==> config.mk <==
export PLATFORM = sky130hd
export DESIGN_NAME = ex_mem_stack_register
export DESIGN_NICKNAME = d
export VERILOG_FILES = /design/src/rtl/ex_mem_stack_register_pkg.sv /design/src/rtl/ex_mem_stack_register.sv
export SDC_FILE = /design/constraint.sdc
export NUM_CORES = 1
export LEC_CHECK = 0
export CORE_MARGIN = 10
export CORE_UTILIZATION = 44
export DETAILED_ROUTE_END_ITERATION = 8
export GPL_ROUTABILITY_DRIVEN = 0
export HOLD_SLACK_MARGIN = 0.08
export PLACE_DENSITY = 0.85
export SLEW_MARGIN = 30
export SYNTH_ARGS = -nofsm -noshare
export SYNTH_HDL_FRONTEND = slang
export SYNTH_SLANG_ARGS = --single-unit
==> constraint.sdc <==
create_clock -name clk -period 3.1 [get_ports clk]
set_input_delay 0.62 -clock clk [delete_from_list [all_inputs] [get_ports clk]]
set_output_delay 0.62 -clock clk [all_outputs]
set_load 0.01 [all_outputs]
==> src/rtl/ex_mem_stack_register_pkg.sv <==
// Shared encodings for the EX/MEM stack pipeline register.
package ex_mem_stack_register_pkg;

    localparam int unsigned DefDataW = 16;
    localparam int unsigned DefPcW   = 32;

    // Stack operation kind carried from execute; undefined codes behave as KindNone.
    typedef enum logic [2:0] {
        KindNone = 3'b000,
        KindPush = 3'b001,
        KindPop  = 3'b010,
        KindCall = 3'b011,
        KindRet  = 3'b100
    } stack_kind_e;

    // Sub-step tag driven on the state output.
    localparam logic [1:0] StepSingle = 2'b00;
    localparam logic [1:0] StepFirst  = 2'b01;
    localparam logic [1:0] StepSecond = 2'b10;

    typedef enum logic [0:0] {
        StIdle,
        StSeq2
    } fsm_state_e;

    // Registered memory-stage control bundle.
    typedef struct packed {
        logic       mem_valid;
        logic       mem_read;
        logic       mem_write;
        logic       mem_to_reg;
        logic       in_op;
        logic       out_op;
        logic       stack_op;
        logic       push_pop;
        logic [1:0] step;
    } mem_ctrl_t;

    // CALL and RET move a full PC, which takes two data-width words.
    function automatic logic is_two_word(input logic [2:0] kind);
        return (kind == KindCall) || (kind == KindRet);
    endfunction

endpackage

==> src/rtl/ex_mem_stack_register.sv <==
// EX/MEM pipeline register that splits CALL/RET PC traffic into two stack words.
// PC_W must equal 2*DATA_W: the PC is pushed/popped as a high word then a low word.
module ex_mem_stack_register
    import ex_mem_stack_register_pkg::*;
#(
    parameter int unsigned DATA_W = DefDataW,
    parameter int unsigned PC_W   = DefPcW
) (
    input  logic              clk,
    input  logic              reset,
    input  logic              ex_valid,
    input  logic [2:0]        ex_kind,
    input  logic              ex_mem_read,
    input  logic              ex_mem_write,
    input  logic              ex_mem_to_reg,
    input  logic              ex_in,
    input  logic              ex_out,
    input  logic [DATA_W-1:0] ex_alu_data,
    input  logic [DATA_W-1:0] ex_write_data,
    input  logic [DATA_W-1:0] ex_read_add,
    input  logic [PC_W-1:0]   ex_pc,
    input  logic              flush,
    output logic              stall_up,
    output logic              mem_valid,
    output logic              mem_read,
    output logic              mem_write,
    output logic              mem_to_reg,
    output logic              in,
    output logic              out,
    output logic              stackOp,
    output logic              pushPop,
    output logic [1:0]        state,
    output logic [PC_W-1:0]   PC,
    output logic [DATA_W-1:0] read_add,
    output logic [DATA_W-1:0] write_data,
    output logic [DATA_W-1:0] alu_data
);

    fsm_state_e        fsm_q, fsm_d;
    mem_ctrl_t         ctrl_q, ctrl_d;
    logic [PC_W-1:0]   pc_q, pc_d;
    logic [DATA_W-1:0] read_add_q, read_add_d;
    logic [DATA_W-1:0] write_data_q, write_data_d;
    logic [DATA_W-1:0] alu_data_q, alu_data_d;

    // Hold execute only while a two-word op is being accepted; flush and reset release it.
    assign stall_up = reset && !flush && (fsm_q == StIdle) && ex_valid && is_two_word(ex_kind);

    // Next-state: capture execute in IDLE, replay the latched op as word 2 in SEQ2.
    always_comb begin
        fsm_d        = fsm_q;
        ctrl_d       = ctrl_q;
        pc_d         = pc_q;
        read_add_d   = read_add_q;
        write_data_d = write_data_q;
        alu_data_d   = alu_data_q;

        if (flush) begin
            // Kill held and incoming op; operands are left as they were.
            fsm_d  = StIdle;
            ctrl_d = '0;
        end else begin
            unique case (fsm_q)
                StIdle: begin
                    if (!ex_valid) begin
                        ctrl_d = '0;
                    end else begin
                        ctrl_d            = '0;
                        ctrl_d.mem_valid  = 1'b1;
                        ctrl_d.mem_read   = ex_mem_read;
                        ctrl_d.mem_write  = ex_mem_write;
                        ctrl_d.mem_to_reg = ex_mem_to_reg;
                        ctrl_d.in_op      = ex_in;
                        ctrl_d.out_op     = ex_out;
                        ctrl_d.step       = StepSingle;
                        pc_d              = ex_pc;
                        read_add_d        = ex_read_add;
                        write_data_d      = ex_write_data;
                        alu_data_d        = ex_alu_data;
                        case (ex_kind)
                            KindPush: begin
                                ctrl_d.stack_op = 1'b1;
                                ctrl_d.push_pop = 1'b1;
                            end
                            KindPop: begin
                                ctrl_d.stack_op = 1'b1;
                            end
                            KindCall: begin
                                ctrl_d.stack_op   = 1'b1;
                                ctrl_d.push_pop   = 1'b1;
                                ctrl_d.mem_write  = 1'b1;
                                ctrl_d.mem_read   = 1'b0;
                                ctrl_d.mem_to_reg = 1'b0;
                                ctrl_d.step       = StepFirst;
                                write_data_d      = ex_pc[PC_W-1:DATA_W];
                                fsm_d             = StSeq2;
                            end
                            KindRet: begin
                                ctrl_d.stack_op   = 1'b1;
                                ctrl_d.push_pop   = 1'b0;
                                ctrl_d.mem_read   = 1'b1;
                                ctrl_d.mem_to_reg = 1'b1;
                                ctrl_d.mem_write  = 1'b0;
                                ctrl_d.step       = StepFirst;
                                fsm_d             = StSeq2;
                            end
                            default: ;
                        endcase
                    end
                end
                StSeq2: begin
                    // Execute inputs are ignored here; everything comes from the latched op.
                    ctrl_d.step = StepSecond;
                    if (ctrl_q.push_pop) begin
                        write_data_d = pc_q[DATA_W-1:0];
                    end
                    fsm_d = StIdle;
                end
            endcase
        end
    end

    // FSM and output register; reset overrides flush.
    always_ff @(posedge clk) begin
        if (!reset) begin
            fsm_q        <= StIdle;
            ctrl_q       <= '0;
            pc_q         <= '0;
            read_add_q   <= '0;
            write_data_q <= '0;
            alu_data_q   <= '0;
        end else begin
            fsm_q        <= fsm_d;
            ctrl_q       <= ctrl_d;
            pc_q         <= pc_d;
            read_add_q   <= read_add_d;
            write_data_q <= write_data_d;
            alu_data_q   <= alu_data_d;
        end
    end

    assign mem_valid  = ctrl_q.mem_valid;
    assign mem_read   = ctrl_q.mem_read;
    assign mem_write  = ctrl_q.mem_write;
    assign mem_to_reg = ctrl_q.mem_to_reg;
    assign in         = ctrl_q.in_op;
    assign out        = ctrl_q.out_op;
    assign stackOp    = ctrl_q.stack_op;
    assign pushPop    = ctrl_q.push_pop;
    assign state      = ctrl_q.step;
    assign PC         = pc_q;
    assign read_add   = read_add_q;
    assign write_data = write_data_q;
    assign alu_data   = alu_data_q;

endmodule

## Word level (Yosys, flattened, before mapping)

Cells that the tools add are included.

| word-level totals | value |
|---|---|
| bits in registers | 91 |
| latch bits | 0 |
| memory bits (writable) | 0 |
| memory bits (read-only) | 0 |
| input port bits | 92 |
| output and inout bits | 91 |
| memories | 0 |

| operators by class | value |
|---|---|
| add/sub/neg operators | 0 |
| multiply operators | 0 |
| div/mod/pow operators | 0 |
| $lt $le $gt $ge | 0 |
| equal/unequal tests | 6 |
| shifts and indexed selects | 0 |
| multiplexer cells | 13 |
| bitwise logic cells | 3 |
| reductions and logical operators | 12 |

Operator list:

| kind | count |
|---|---|
| 16-bit 2-to-1 mux | 3 |
| 16-bit one-hot mux with 2 select lines | 1 |
| 10-bit 2-to-1 mux | 1 |
| 3-bit by 2-bit == test with 1-bit output, second input constant | 2 |
| 3-bit one-hot mux with 2 select lines | 1 |
| 3-bit AND reduction | 2 |
| 2-bit OR reduction | 3 |
| 1-bit 2-to-1 mux | 5 |
| 1-bit logical AND | 4 |
| 2-bit one-hot mux with 2 select lines | 1 |
| 4-bit OR reduction | 1 |
| 3-bit by 1-bit == test with 1-bit output, second input constant | 1 |
| 3-bit == test, second input constant | 1 |
| 1-bit NOT | 3 |
| 2-bit by 1-bit != test with 1-bit output, second input constant | 1 |
| 2-bit != test, second input constant | 1 |
| 1-bit one-hot mux with 2 select lines | 1 |
| 1-bit logical NOT | 1 |
| 1-bit logical OR | 1 |

## Longest topological paths before layout

Gate-level depths: netlist of the first run.

| logic depth | value |
|---|---|
| word-level depth | 5 |
| mapped depth | 6 |
| depth with buffers taken out | 3 |

## Worst setup path after synthesis of the first run

OpenSTA, ideal clock, no wires.

| path | value |
|---|---|
| kind | input -> output |
| start | input port ex_kind[0] |
| end | output port stall_up |
| arrival time | 1.355 ns |
| data required time | 2.480 ns |
| slack | 1.125 ns |
| stages on the path | 4 |
| path buffers | 1 |
| path through | buf_1 > nor2_1 > nand2_1 > a21boi_0 |

| on the way | value |
|---|---|
| longest elaborated chain between the ends | 3 |
| elaborated cells on any way between the ends | 4 |
| those cells by class | eq/ne: 2; reduce/logical: 2 |

RTL lines:

| item | RTL line | text |
|---|---|---|
| start: declaration | ex_mem_stack_register.sv:12 | `input logic [2:0] ex_kind,` |
| 3-bit by 2-bit == test with 1-bit output / 3-bit == test (equally long branches) | ex_mem_stack_register_pkg.sv:41 | `return (kind == KindCall) \|\| (kind == KindRet);` |
| 1-bit logical OR * | ex_mem_stack_register_pkg.sv:41 |  |
| 1-bit logical AND * | ex_mem_stack_register.sv:47 | `assign stall_up = reset && !flush && (fsm_q == StIdle) && ex_valid && is_two_word(ex_kind);` |
| end: declaration | ex_mem_stack_register.sv:23 | `output logic stall_up,` |

Every way passes the cells marked *; elsewhere a longest branch is shown, timed or not.

## Worst setup path in the final report of the first run

| path | value |
|---|---|
| start | input port ex_valid |
| end | output port stall_up |

| on the way | value |
|---|---|
| longest elaborated chain between the ends | 2 |

RTL lines:

| item | RTL line | text |
|---|---|---|
| start: declaration | ex_mem_stack_register.sv:11 | `input logic ex_valid,` |
| 1-bit logical AND (2 in series) | ex_mem_stack_register.sv:47 |  |

Every way passes these cells.

==> results of run 1 <==
## power by group through the flow
stage	Sequential (mW)	Combinational (mW)	Clock [mW]
final	1.25	0.449	0.964
after global routing	1.26	0.484	1.04
after CTS	1.25	0.453	0.983
after detailed placement	1.28	0.450	0
after global placement	1.28	0.441	0
after floorplan	1.30	0.165	0
## stage by stage
step                      instance area, um^2  power, mW  std cells  setup slack (ps)  utilization [%]
final                                    5930       2.67        716               185             68.4
after global routing                     5930       2.79        716               147             68.4
after CTS                                5930       2.69        716               189             68.4
after detailed placement                 5690       1.73        700               196             65.6
after global placement                   5690       1.72        700               205             65.6
after floorplan                          3890       1.47        432              1130                -
## layer usage
| layer | routed length [um] | vias up | GRT usage [%] |
|---|---|---|---|
| met5 | 0 | - | 0 |
| met4 | 82 | 0 | 3.68 |
| met3 | 1180 | 6 | 8.86 |
| met2 | 6500 | 120 | 33.0 |
| met1 | 5120 | 1711 | 21.2 |
| li1 | - | 1799 | - |
## logic make-up after synthesis
kind of cell	share of synthesized area, %
flops	46.8
buf+inv	8.42
xor+xnor	0.225
simple gates	22.2
mux	0.257
compound gates	22.1
## worst register-to-register path: stages, from the launching register on
cell and delay [ps]:
dfxtp_1 330, buf_4 340, mux2i_1 150, o21ai_2 610
o32ai_1 210
## worst max-delay path by stage
stage / start / endpoint / slack (ps) / cells past startpoint
3_3_place_gp: ex_valid / stall_up / 200 / 5
6_report: ex_valid / stall_up / 180 / 5
4_1_cts: ex_valid / stall_up / 190 / 5
5_1_grt: ex_valid / stall_up / 150 / 5
2_1_floorplan: ex_kind[0] / stall_up / 1130 / 4
3_5_place_dp: ex_valid / stall_up / 200 / 5
## layout by cell type (no fill, tap or decap), types with 3 or more instances in the layout
cell and count:
and4b_1 16, a22o_1 3, a21boi_0 7, clkdlybuf4s50_1 181
dfxtp_1 91, inv_1 16, o32ai_1 15, clkbuf_8 10
nand2_1 132, a21boi_1 60, nor2b_1 16, buf_4 14
nor2_1 3, bufinv_16 3, a211oi_1 15
## final cells by class
type | count | area share, %
well taps | 108 | 2.28
inverters | 16 | 1.01
repair buffers | 196 | 32.4
clock inverters | 4 | 1.65
multi-input cells | 289 | 29.5
flip-flops and latches | 91 | 30.7
clock buffers | 12 | 2.45
==> impl_results.md, run 1 <==
- Status: finished, final reports clean
- Post-synthesis sequential area ratio: 46.8%
- Vias: 3636
- Post-Route WL: 12900 um
- Die width: 114 um
- WP buf/inv: 3
- Final period utilization: 94.0%
- Final Max Slew Viols: 0
- CTS resizes: 0
- Worst Hold End: alu_data[9]$_SDFFE_PN0P_
- Worst-path cell chain: clkdlybuf4s50_1, and4bb_2, a21boi_0, buf_4, clkdlybuf4s50_1
- Internal power: 2.04 mW
- Initial antenna violation count: 0
- Startpoint Class: primary input
- Period minus WS final: 2920 ps
- Hold Crit Class: reg -> reg
- Cells after synthesis: 432
- Final Setup Violations: 0
- Reg-to-reg critical path endpoint: write_data[6]$_SDFFE_PN0P_
- Combinational Power Share: 16.8%
- Max-cap viol count: 0
- FF-to-FF path depth: 4
- Pre-antenna DRT Iters: 4
- Ranking of synthesized cells by area: dfxtp_1, nand2_1, a21boi_1
- GRT Util Overall: 19.1%
- Critical path's largest stage delay: 550 ps
- Initial DRC count: 182
- Worst hold slack: 455 ps
- P_sw: 621 uW
- Warnings from Yosys: 0
- Total gr overflow: 0
- Synth top area share: 46.8%
- Clock network power share: 36.2%
- Synth area leader: dfxtp_1
- Die Footprint: 0.0130 mm^2
- Area growth from synthesis to layout: 52.3%
- Worst-Skew Late Latency: 350 ps
- Flop pwr share: 47.0%
- Final Hold Fails: 0
- Slew headroom: 49.2%
- Core Area: 0.00868 mm^2
- CP Capture Type: output pin
- First-pass GRT wire length: 20300 um
- Most frequent cell after synthesis: nand2_1
- Hold path start: alu_data[9]$_SDFFE_PN0P_
- Leakage: 2.21 nW
- CP most frequent cell: clkdlybuf4s50_1
- Final #Nets: 695
- Die Y: 114 um
- Drt drc: 0
- Initial Util: 44.9%
- Register bit total from synthesis: 91
- CTS tree: done
- CP required: 2480 ps
- Bufs on Longest Clock Path: 2
- WL per Instance: 18.0 um
- Hpwl dp: 9720 um
- Max Freq: 343 MHz
- Net Count, Synth: 524
- Async set or reset register ratio after synthesis: 0%
- Synthesized area per cell: 9.01 um^2
- Io pins: 183
- Largest net degree at the start of global routing: 68
- Max FFs per register: 32
- Min-Delay Path Depth: 2
- Hold_buf cts: 0
- Crit path DAT: 2300 ps
- Crit Path Max Fanout: 5
- Area of the multi-input gates: 0.00175 mm^2
- FF+latch area: 0.00182 mm^2
- Power Dens Cells: 449 mW/mm^2
- Distinct cells, synth: 35
- Ys flop type: dfxtp_1
- Crit-path slowest cell: clkdlybuf4s50_1
- Clock input transition at the sequential cells of the worst setup and hold paths: 90 ps
- Setup CP Type: in -> out
- EDFF count, synth: 0
- Cell Area, Synth: 0.00389 mm^2
- Worst Clk Skew: 12.2 ps
- RSZ-0062 raised after global routing: false
- Ant. Diodes: 0
- Final TNS setup: 0 ps
- Number of global-route vias before repair: 3704
- Htree depth: 3
- Detailed-route vias per instance: 5.08
- Top cells by count, synth: nand2_1, dfxtp_1, a21boi_1
- Setup bufs post-CTS: 0
- Switch share: 23.3%
- Root Driver: clkbuf_8
- Share of cells above drive strength 1: 6.09%
- ANT nets after route: 0
- PortBufs: 182
- CTS Buf Count: 9
- Num rows: 34
- CP delay by family, top: buffers and inverters
- Slew @ Worst Pin: 762 ps
- Max rail drop VDD: 0.233 mV
- Reg2reg setup slack: 1300 ps
- Worst R2R Start: fsm_q$_SDFF_PP0_
- Fill cell total of the finished layout: 729
- # clock sinks: 91
(Power assumes the default switching activity.)
==> run 2: changes to the inputs <==
--- a/config.mk
+++ b/config.mk
@@ -5,10 +5,10 @@
 export SDC_FILE = /design/constraint.sdc
 export NUM_CORES = 1
 export LEC_CHECK = 0
+export ABC_CLOCK_PERIOD_IN_PS = 3100
 export CORE_MARGIN = 10
 export CORE_UTILIZATION = 44
 export DETAILED_ROUTE_END_ITERATION = 8
-export GPL_ROUTABILITY_DRIVEN = 0
 export HOLD_SLACK_MARGIN = 0.08
 export PLACE_DENSITY = 0.85
 export SLEW_MARGIN = 30
==> results of run 2 <==
Final layout, timing and power as in run 1 (identical DEF).
==> run 3: changes to the inputs <==
--- a/config.mk
+++ b/config.mk
@@ -5,12 +5,13 @@
 export SDC_FILE = /design/constraint.sdc
 export NUM_CORES = 1
 export LEC_CHECK = 0
+export ABC_AREA = 1
 export ABC_CLOCK_PERIOD_IN_PS = 3100
 export CORE_MARGIN = 10
-export CORE_UTILIZATION = 44
+export CORE_UTILIZATION = 45
 export DETAILED_ROUTE_END_ITERATION = 8
 export HOLD_SLACK_MARGIN = 0.08
-export PLACE_DENSITY = 0.85
+export PLACE_DENSITY = 0.87
 export SLEW_MARGIN = 30
 export SYNTH_ARGS = -nofsm -noshare
 export SYNTH_HDL_FRONTEND = slang
==> run 3 against run 2 <==
Against the previous run: sequential share of layout area shrank 0.33 points; wire length grew 5.6%; cell area grew 1.1%; setup slack gained 43 ps; critical endpoint unchanged; non-clock buffer count shrank 6; global-route usage grew 1.4 points; synthesized cell count grew 31%.
==> impl_results.md, run 3 <==
- Status: finished, final reports clean
- Power Dens Cells: 459 mW/mm^2
- Period minus WS final: 2870 ps
- Hold Crit Class: reg -> reg
- Pre-antenna DRT Iters: 4
- Worst-path cell chain: clkdlybuf4s50_1, inv_1, nor2_4, nand2_2, nor2_2, inv_1, a21oi_1, clkdlybuf4s50_1
- P_sw: 682 uW
- Die Footprint: 0.0129 mm^2
- Final Setup Violations: 0
- Cells after synthesis: 565
- Crit Path Max Fanout: 4
- Ys flop type: dfxtp_1
- Num rows: 34
- GRT Util Overall: 20.5%
- Warnings from Yosys: 0
- Root Driver: clkbuf_8
- CP Capture Type: output pin
- Initial DRC count: 245
- Most frequent cell after synthesis: nand2_1
- Min-Delay Path Depth: 2
- Ranking of synthesized cells by area: dfxtp_1, nand2_1, nand3_1
- Clock input transition at the sequential cells of the worst setup and hold paths: 100 ps
- Max rail drop VDD: 0.316 mV
- Post-synthesis sequential area ratio: 46.3%
- Max FFs per register: 32
- Vias: 4216
- Hpwl dp: 10000 um
- Core Area: 0.00864 mm^2
- Final #Nets: 819
- CP delay by family, top: buffers and inverters
- Ant. Diodes: 0
- Startpoint Class: primary input
- Commonest non-fill, non-tap cell in the layout: clkdlybuf4s50_1
- Max Freq: 348 MHz
- Synth area leader: dfxtp_1
- FF-to-FF path depth: 7
- Share of cells above drive strength 1: 4.51%
- Top cells by count, synth: nand2_1, nand3_1, dfxtp_1
- CTS tree: done
- ANT nets after route: 0
- # clock sinks: 91
- Bufs on Longest Clock Path: 2
- Htree depth: 3
- Final period utilization: 92.7%
- PortBufs: 182
- Cell Area, Synth: 0.00394 mm^2
- Area growth from synthesis to layout: 52.3%
- Most frequent cells in the layout: clkdlybuf4s50_1, nand2_1, nand3_1
- Largest net degree at the start of global routing: 81
- Net Count, Synth: 657
- Synth top area share: 46.3%
- Initial Util: 45.6%
- RSZ-0062 raised after global routing: false
- Internal power: 2.07 mW
- Final Max Slew Viols: 0
- Flop pwr share: 45.7%
- Routability cong.: 0.854
- Die Y: 114 um
- Slew headroom: 45.0%
- Critical path's largest stage delay: 560 ps
- Hold path start: mem_valid$_SDFFE_PP0N_
- Fill cell total of the finished layout: 730
- Slew @ Worst Pin: 825 ps
- Max-cap viol count: 0
- Switch share: 24.8%
- Area after DPL: 0.00574 mm^2
- Reg2reg setup slack: 1440 ps
- Leakage: 2.60 nW
- Total gr overflow: 0
- Async set or reset register ratio after synthesis: 0%
- Initial antenna violation count: 0
- Hold_buf cts: 0
- CTS Buf Count: 9
- Worst R2R Start: fsm_q$_SDFF_PP0_
- Combinational Power Share: 17.5%
- Detailed-route vias per instance: 5.02
- Clock network power share: 36.8%
- Finished Cell Area: 0.00600 mm^2
- Post-Route WL: 13600 um
- Number of global-route vias before repair: 4164
- Final TNS setup: 0 ps
- Crit-path slowest cell: clkdlybuf4s50_1
- Crit path DAT: 2250 ps
- First-pass GRT wire length: 21800 um
- Reg-to-reg critical path endpoint: write_data[12]$_SDFFE_PN0P_
- Register bit total from synthesis: 91
- Setup bufs post-CTS: 0
- CP required: 2480 ps
- Worst Clk Skew: 15.9 ps
- Drt drc: 0
- Synthesized area per cell: 6.97 um^2
- CTS resizes: 0
- Worst Hold End: mem_valid$_SDFFE_PP0N_
- Setup CP Type: in -> out
- Distinct cells, synth: 17
- WL per Instance: 16.2 um
- Final Hold Fails: 0
- EDFF count, synth: 0
- WP buf/inv: 4
- Worst-Skew Late Latency: 350 ps
- Io pins: 183
- Die width: 114 um
[run 3: cell types whose count changed after synthesis, sizes merged, moves of 3 or more]
| cell | previous run | this run |
|---|---|---|
| inv | 16 | 71 |
| a211oi | 16 | 0 |
| nor2 | 3 | 24 |
| clkbuf | 11 | 3 |
| nand2 | 132 | 151 |
| and4b | 16 | 0 |
| buf | 25 | 36 |
| a21oi | 0 | 84 |
| o32ai | 16 | 0 |
| a22o | 3 | 0 |
| a21boi | 67 | 0 |
| nand3 | 0 | 100 |
| nor2b | 16 | 0 |
[run 3: power by group through the flow]
stage          sequential [mW]  clock [mW]  combinational (mW)
3_5_place_dp              1.29           0               0.485
4_1_cts                   1.26        1.03               0.486
6_report                  1.26        1.01               0.482
5_1_grt                   1.27        1.08               0.526
3_3_place_gp              1.28           0               0.474
2_1_floorplan             1.31           0               0.181
[run 3: worst reg2reg max path, delay by kind of cell (launching register included)]
family / cells / cell delay [ps]
simple gates: 4 / 600
buf+inv: 2 / 520
flops: 1 / 350
compound gates: 1 / 80
[run 3: layout make-up]
cell class,count,area [um^2],share of cell area [%]
clock buffers,11,151,2.53
clock inverters,5,108,1.79
inverters,72,270,4.51
multi-input cells,363,1630,27.1
flip-flops and latches,91,1820,30.4
well taps,108,135,2.25
repair buffers,190,1880,31.4
[run 3: cells by family (layout without fill, tap and decap cells)]
kind of cell | after synthesis | count (layout) | synth area share, %
buf+inv | 111 | 278 | 12.5
simple gates | 275 | 275 | 30.0
flops | 91 | 91 | 46.3
compound gates | 88 | 88 | 11.2
[run 3: per-layer routing]
layer | vias to the layer above | global-route usage, % | part of all wire, %
li1 | 2109 | - | -
met1 | 1943 | 22.9 | 39
met2 | 152 | 34.5 | 49
met3 | 12 | 10.5 | 11
met4 | 0 | 3.64 | 0.93
met5 | - | 0 | 0
[run 3: metrics by stage]
stage	worst slack (ps)	power, mW	hold WS [ps]	cells	util, %
floorplan	1140	1.49	476	565	-
global placement	317	1.76	438	824	66.4
detailed placement	229	1.77	445	824	66.4
CTS	225	2.77	462	840	69.4
global route	123	2.87	482	840	69.4
finish	228	2.75	463	840	69.4
[run 3: worst max-delay path by stage]
| stage | from | to | slack [ps] | cells past startpoint |
|---|---|---|---|---|
| floorplan | ex_valid | stall_up | 1140 | 6 |
| global placement | ex_valid | stall_up | 320 | 8 |
| detailed placement | ex_valid | stall_up | 230 | 8 |
| CTS | ex_valid | stall_up | 230 | 8 |
| global route | ex_valid | stall_up | 120 | 8 |
| finish | ex_valid | stall_up | 230 | 8 |
